`src/rtl/uart_pkg.sv`:
```
// Shared UART definitions: frame defaults and the receive/transmit state encoding.
// Used by uart_rx and uart_tx.
package uart_pkg;

    localparam int DEF_DATA_BITS  = 8;
    localparam int DEF_OVERSAMPLE = 16;

    // Start bit + data bits + one stop bit
    localparam int FRAME_BITS = DEF_DATA_BITS + 2;

    typedef enum logic [1:0] {
        S_IDLE  = 2'd0,
        S_START = 2'd1,
        S_DATA  = 2'd2,
        S_STOP  = 2'd3
    } uart_state_e;

endpackage

```
`src/rtl/uart_rx_sync_ff.sv`:
```
// Multi-stage synchronizer for an asynchronous single-bit input.
// Reset value is a parameter so idle-high lines can preset to 1.
module sync_ff #(
    parameter int   STAGES  = 2,
    parameter logic RST_VAL = 1'b1
) (
    input  logic clk,
    input  logic rst,
    input  logic i_d,
    output logic o_q
);

    logic [STAGES-1:0] r_sync;

    always_ff @(posedge clk) begin
        if (rst) begin
            r_sync <= {STAGES{RST_VAL}};
        end else begin
            r_sync[0] <= i_d;
            for (int i = 1; i < STAGES; i++) begin
                r_sync[i] <= r_sync[i-1];
            end
        end
    end

    assign o_q = r_sync[STAGES-1];

endmodule

```
`src/rtl/uart_rx.sv`:
```
// Oversampling 8N1 UART receiver with a held ready flag,
// framing-error and overrun pulses.
module uart_rx
    import uart_pkg::*;
#(
    parameter int DATA_BITS   = DEF_DATA_BITS,
    parameter int OVERSAMPLE  = DEF_OVERSAMPLE,
    parameter int SYNC_STAGES = 2
) (
    input  logic                 clk,
    input  logic                 rst,
    input  logic                 rx,
    input  logic                 rx_clk_en,
    input  logic                 read_enable,
    output logic [DATA_BITS-1:0] rx_data,
    output logic                 data_ready,
    output logic                 busy,
    output logic                 frame_error,
    output logic                 overrun
);

    localparam int SCW = $clog2(OVERSAMPLE);
    localparam int BCW = $clog2(DATA_BITS + 1);

    localparam logic [SCW-1:0] MID_START   = SCW'(OVERSAMPLE / 2 - 1);
    localparam logic [SCW-1:0] LAST_SAMPLE = SCW'(OVERSAMPLE - 1);
    localparam logic [BCW-1:0] LAST_BIT    = BCW'(DATA_BITS - 1);

    if (OVERSAMPLE < 4 || (OVERSAMPLE % 2) != 0 || FRAME_BITS < 3) begin : g_bad
        $error("uart_rx: OVERSAMPLE must be even and >= 4");
    end

    uart_state_e          r_state;
    uart_state_e          w_state_nxt;
    logic [SCW-1:0]       r_sample_cnt;
    logic [SCW-1:0]       w_sample_nxt;
    logic [BCW-1:0]       r_bit_cnt;
    logic [BCW-1:0]       w_bit_nxt;
    logic [DATA_BITS-1:0] r_shift;
    logic [DATA_BITS-1:0] w_shift_nxt;
    logic                 r_rx_prev;
    logic                 w_rx_s;
    logic                 w_load;
    logic                 w_ferr;

    logic [DATA_BITS-1:0] r_rx_data;
    logic                 r_data_ready;
    logic                 r_frame_error;
    logic                 r_overrun;

    sync_ff #(
        .STAGES  (SYNC_STAGES),
        .RST_VAL (1'b1)
    ) u_sync (
        .clk (clk),
        .rst (rst),
        .i_d (rx),
        .o_q (w_rx_s)
    );

    always_ff @(posedge clk) begin
        if (rst) begin
            r_state      <= S_IDLE;
            r_sample_cnt <= '0;
            r_bit_cnt    <= '0;
            r_shift      <= '0;
            r_rx_prev    <= 1'b1;
        end else begin
            r_state      <= w_state_nxt;
            r_sample_cnt <= w_sample_nxt;
            r_bit_cnt    <= w_bit_nxt;
            r_shift      <= w_shift_nxt;
            if (rx_clk_en) begin
                r_rx_prev <= w_rx_s;
            end
        end
    end

    always_comb begin
        w_state_nxt  = r_state;
        w_sample_nxt = r_sample_cnt;
        w_bit_nxt    = r_bit_cnt;
        w_shift_nxt  = r_shift;
        w_load       = 1'b0;
        w_ferr       = 1'b0;
        if (rx_clk_en) begin
            unique case (r_state)
                S_IDLE: begin
                    // Edge-triggered so a line held low cannot retrigger
                    if (r_rx_prev && !w_rx_s) begin
                        w_state_nxt  = S_START;
                        w_sample_nxt = '0;
                    end
                end
                S_START: begin
                    if (r_sample_cnt == MID_START) begin
                        w_sample_nxt = '0;
                        if (!w_rx_s) begin
                            w_state_nxt = S_DATA;
                            w_bit_nxt   = '0;
                        end else begin
                            w_state_nxt = S_IDLE;
                        end
                    end else begin
                        w_sample_nxt = r_sample_cnt + SCW'(1);
                    end
                end
                S_DATA: begin
                    if (r_sample_cnt == LAST_SAMPLE) begin
                        w_shift_nxt  = {w_rx_s, r_shift[DATA_BITS-1:1]};
                        w_bit_nxt    = r_bit_cnt + BCW'(1);
                        w_sample_nxt = '0;
                        if (r_bit_cnt == LAST_BIT) begin
                            w_state_nxt = S_STOP;
                        end
                    end else begin
                        w_sample_nxt = r_sample_cnt + SCW'(1);
                    end
                end
                S_STOP: begin
                    if (r_sample_cnt == LAST_SAMPLE) begin
                        w_load       = w_rx_s;
                        w_ferr       = !w_rx_s;
                        w_sample_nxt = '0;
                        w_state_nxt  = S_IDLE;
                    end else begin
                        w_sample_nxt = r_sample_cnt + SCW'(1);
                    end
                end
                default: begin
                    w_state_nxt = S_IDLE;
                end
            endcase
        end
    end

    // A new byte takes priority over a coincident acknowledge
    always_ff @(posedge clk) begin
        if (rst) begin
            r_rx_data     <= '0;
            r_data_ready  <= 1'b0;
            r_frame_error <= 1'b0;
            r_overrun     <= 1'b0;
        end else begin
            r_frame_error <= w_ferr;
            r_overrun     <= w_load && r_data_ready && !read_enable;
            if (w_load) begin
                r_rx_data    <= r_shift;
                r_data_ready <= 1'b1;
            end else if (read_enable) begin
                r_data_ready <= 1'b0;
            end
        end
    end

    assign rx_data     = r_rx_data;
    assign data_ready  = r_data_ready;
    assign busy        = (r_state != S_IDLE);
    assign frame_error = r_frame_error;
    assign overrun     = r_overrun;

endmodule

```
`config.mk`:
```
export PLATFORM = sky130hd
export DESIGN_NAME = uart_rx
export DESIGN_NICKNAME = d
export VERILOG_FILES = /design/src/rtl/uart_pkg.sv /design/src/rtl/uart_rx_sync_ff.sv /design/src/rtl/uart_rx.sv
export SDC_FILE = /design/constraint.sdc
export NUM_CORES = 1
export LEC_CHECK = 0
export BUFFER_PORTS_ARGS = -buffer_cell sky130_fd_sc_hd__buf_2
export CORE_UTILIZATION = 55
export CTS_CLUSTER_DIAMETER = 60
export DETAILED_ROUTE_END_ITERATION = 10
export MAX_ROUTING_LAYER = met4
export PLACE_DENSITY = 0.73
export SETUP_SLACK_MARGIN = 0.3
export SYNTH_ARGS = -nofsm -noshare
export SYNTH_HDL_FRONTEND = slang
export SYNTH_SLANG_ARGS = --single-unit
```
`constraint.sdc`:
```
create_clock -name clk -period 2.2 [get_ports clk]
set_input_delay 0.44 -clock clk [delete_from_list [all_inputs] [get_ports clk]]
set_output_delay 0.44 -clock clk [all_outputs]
set_load 0.02 [all_outputs]
```
==> metrics.cfg <==
[route]
ant_nets = 0
route.detailed.drc = 0
viasPerCell = 5.53
wl_per_cell_um = 13.7
routed_wl_mm = 2.58
num_vias = 1039
dr.pass1.iters = 4
drtIter0Drc = 9

[sta]
min_period_over_period_pct = 79.2
finalSetupViolCount = 0
report.final.slew_viol_count = 0
rsz0062_at_grt = false
post-route-min-period_ps = 1740
max_slew_margin_pct = 63.6
worstMarginPinSlew_ps = 546
hold_violations = 0
timing.hold.ws_ps = 291
fin_skew_ps = 6.86
fin_setup_tns_ps = 0
max_freq_mhz = 574

[cells_and_area]
final_cells = 188
finalNetCount = 166
utilization_pct = 67.1
drive_gt1_share_pct = 20.6
syn_to_final_growth_pct = 13.3
nFillCells = 203
num_antenna_cells = 0

[global_routing]
grt_max_degree = 32
grt.overflow.total = 0
grt_usage_pct = 23.4
grt_pass1_vias = 978
grt_pass1_wl_mm = 4.29
antenna_found_initial = 0

[pwr]
power_density_nw_per_um2 = 691
p_leak_uw = 0.000665
ir_drop_mv = 0.481

[run_status]
outcome = finished clean

[clocking]
cts-root-buf = clkbuf_4
cts.sinks = 32
cts_tree = yes
clk_latency_ps = 330
cts.clk_slew.worst_paths_ps = 90
clk_path_buf_depth = 2
cts_made_buffers = 5
cts_max_level = 2

[setup_path]
critPathKind = register to output pin
arrival_ps = 1300
critPathLaunchType = register
cp_max_fo = 11
endpoint_kind = output pin
regToRegStartpoint = r_sample_cnt[0]
critPathRequiredTime_ps = 1760

[logic_synthesis]
synth_top_area_cell = dfxtp_1
synth.area.top_cells = dfxtp_1 48%, mux2i_1 13%, nor2_1 7.0%
synth_area_per_cell_sq_um = 9.41
synth_cells = 142
yosysSeqAreaShare_pct = 47.9
synth_nets = 149
ys_seq_elements = 32
synth.top_cell.area_share_pct = 47.9
ys_types = 34
synth_warnings = 0
netlist_area_sq_um = 1340

[placed_design]
dp_hpwl_mm = 1.71
port_buffers = 16
gp_congestion = 0.830
dp_cells = 180

[die]
die_w_um = 51.3
core-area_sq_um = 2250
rows = 17
fp.dieH_um = 51.3
pin_count = 17
initial_core_util_pct = 59.3
fp.dieArea_sq_um = 2630

[hold_path]
hp-class = primary input to register
hold_start = rx

[run]
drv_cap = 0

per-layer routing:
metal | global-route usage, % | up-vias | wire length (um)
li1 | - | 522 | -
met1 | 29.5 | 496 | 1300
met2 | 34.2 | 17 | 1160
met3 | 6.25 | 4 | 83
met4 | 12.2 | 0 | 40
met5 | - | - | 0
power by group:
part           switching (uW)  leakage (uW)  internal (uW)
clock                     193     0.0000422            238
combinational            18.6      0.000364           10.2
sequential               4.44      0.000258            583
timing repair:
item	CTS	global route
gates resized for setup	1	2
hold buffers	0	0
setup buffers	0	0
setup endpoints to repair	1	11
Yosys cell counts:
| cell type | count |
|---|---|
| dfxtp_1 | 32 |
| nor2_1 | 25 |
| mux2i_1 | 18 |
| o21ai_0 | 7 |
| nand2_1 | 6 |
| a21oi_1 | 4 |
| clkbuf_1 | 4 |
| buf_2 | 3 |
| nand2b_1 | 3 |
| nand3_1 | 3 |
| or2_2 | 3 |
| or3_1 | 3 |
| xnor2_1 | 3 |
| a31oi_1 | 2 |
| ha_1 | 2 |
| inv_1 | 2 |
| nor2b_1 | 2 |
| nor3_1 | 2 |
| nor3b_1 | 2 |
| nor4_1 | 2 |
| a21o_1 | 1 |
| a22oi_1 | 1 |
| a311oi_1 | 1 |
| a41oi_1 | 1 |
| and2_1 | 1 |
| and3_1 | 1 |
| and3b_1 | 1 |
| and4b_1 | 1 |
| buf_4 | 1 |
| buf_6 | 1 |
| nand3b_1 | 1 |
| nand4_2 | 1 |
| nor4b_1 | 1 |
| nor4bb_1 | 1 |
state kept, by name (all words and copies together) (netlist names), named ones only:
name,flops
overrun,1
r_rx_prev,1
r_shift,8
data_ready,1
r_bit_cnt,4
r_sample_cnt,4
r_state,1
rx_data,8
frame_error,1
u_sync.r_sync,2
metrics by stage:
stage	area [sq um]	setup slack, ps	total power [uW]
3_3_place_gp	1430	392	627
4_1_cts	1510	401	1060
6_report	1510	457	1050
5_1_grt	1510	370	1090
2_1_floorplan	1340	627	619
3_5_place_dp	1430	285	628
cell type report:
| type | instances | area [sq um] | area share, % |
|---|---|---|---|
| tap | 28 | 35.0 | 2.31 |
| sequential | 32 | 641 | 42.3 |
| clock buffer | 6 | 41.3 | 2.73 |
| timing repair buffer | 19 | 103 | 6.78 |
| inverter | 2 | 7.51 | 0.496 |
| clock inverter | 2 | 35.0 | 2.31 |
| multi-input combinational | 99 | 652 | 43.1 |
worst paths after layout:
check / slack (ps) / cells past startpoint / to
worst max-delay path: 460 / 3 / busy
worst min-delay path: 290 / 2 / u_sync.r_sync[0]
worst max register to register: 490 / 5 / rx_data[3]
worst min register to register: 420 / 1 / u_sync.r_sync[1]
cell usage in the layout (no fill, tap or decap), drive strengths merged, types with 2 or more instances in the layout:
cell type and instances:
a21oi 4, a31oi 2, buf 19, clkbuf 6, dfxtp 32, ha 2, inv 2, mux2i 18
nand2 6, nand2b 3, nand3 3, nor2 25, nor2b 2, nor3 2, nor3b 2, nor4 2
o21ai 7, or2 3, or3 3, xnor2 3
worst max-delay path: stages (launching register included):
cell and delay (ps):
dfxtp_1 320, buf_4 170, or2_2 320, buf_2 170
logic make-up (layout without fill, tap and decap cells):
| family | Yosys count | after routing | synth area share [%] |
|---|---|---|---|
| compound gates | 17 | 17 | 7.49 |
| xor+xnor | 3 | 3 | 1.97 |
| fa+ha+maj | 2 | 2 | 1.87 |
| simple gates | 59 | 59 | 23.0 |
| mux | 18 | 18 | 13.5 |
| flops | 32 | 32 | 47.9 |
| buf+inv | 11 | 29 | 4.21 |
Power figures use the tool's default switching activity.
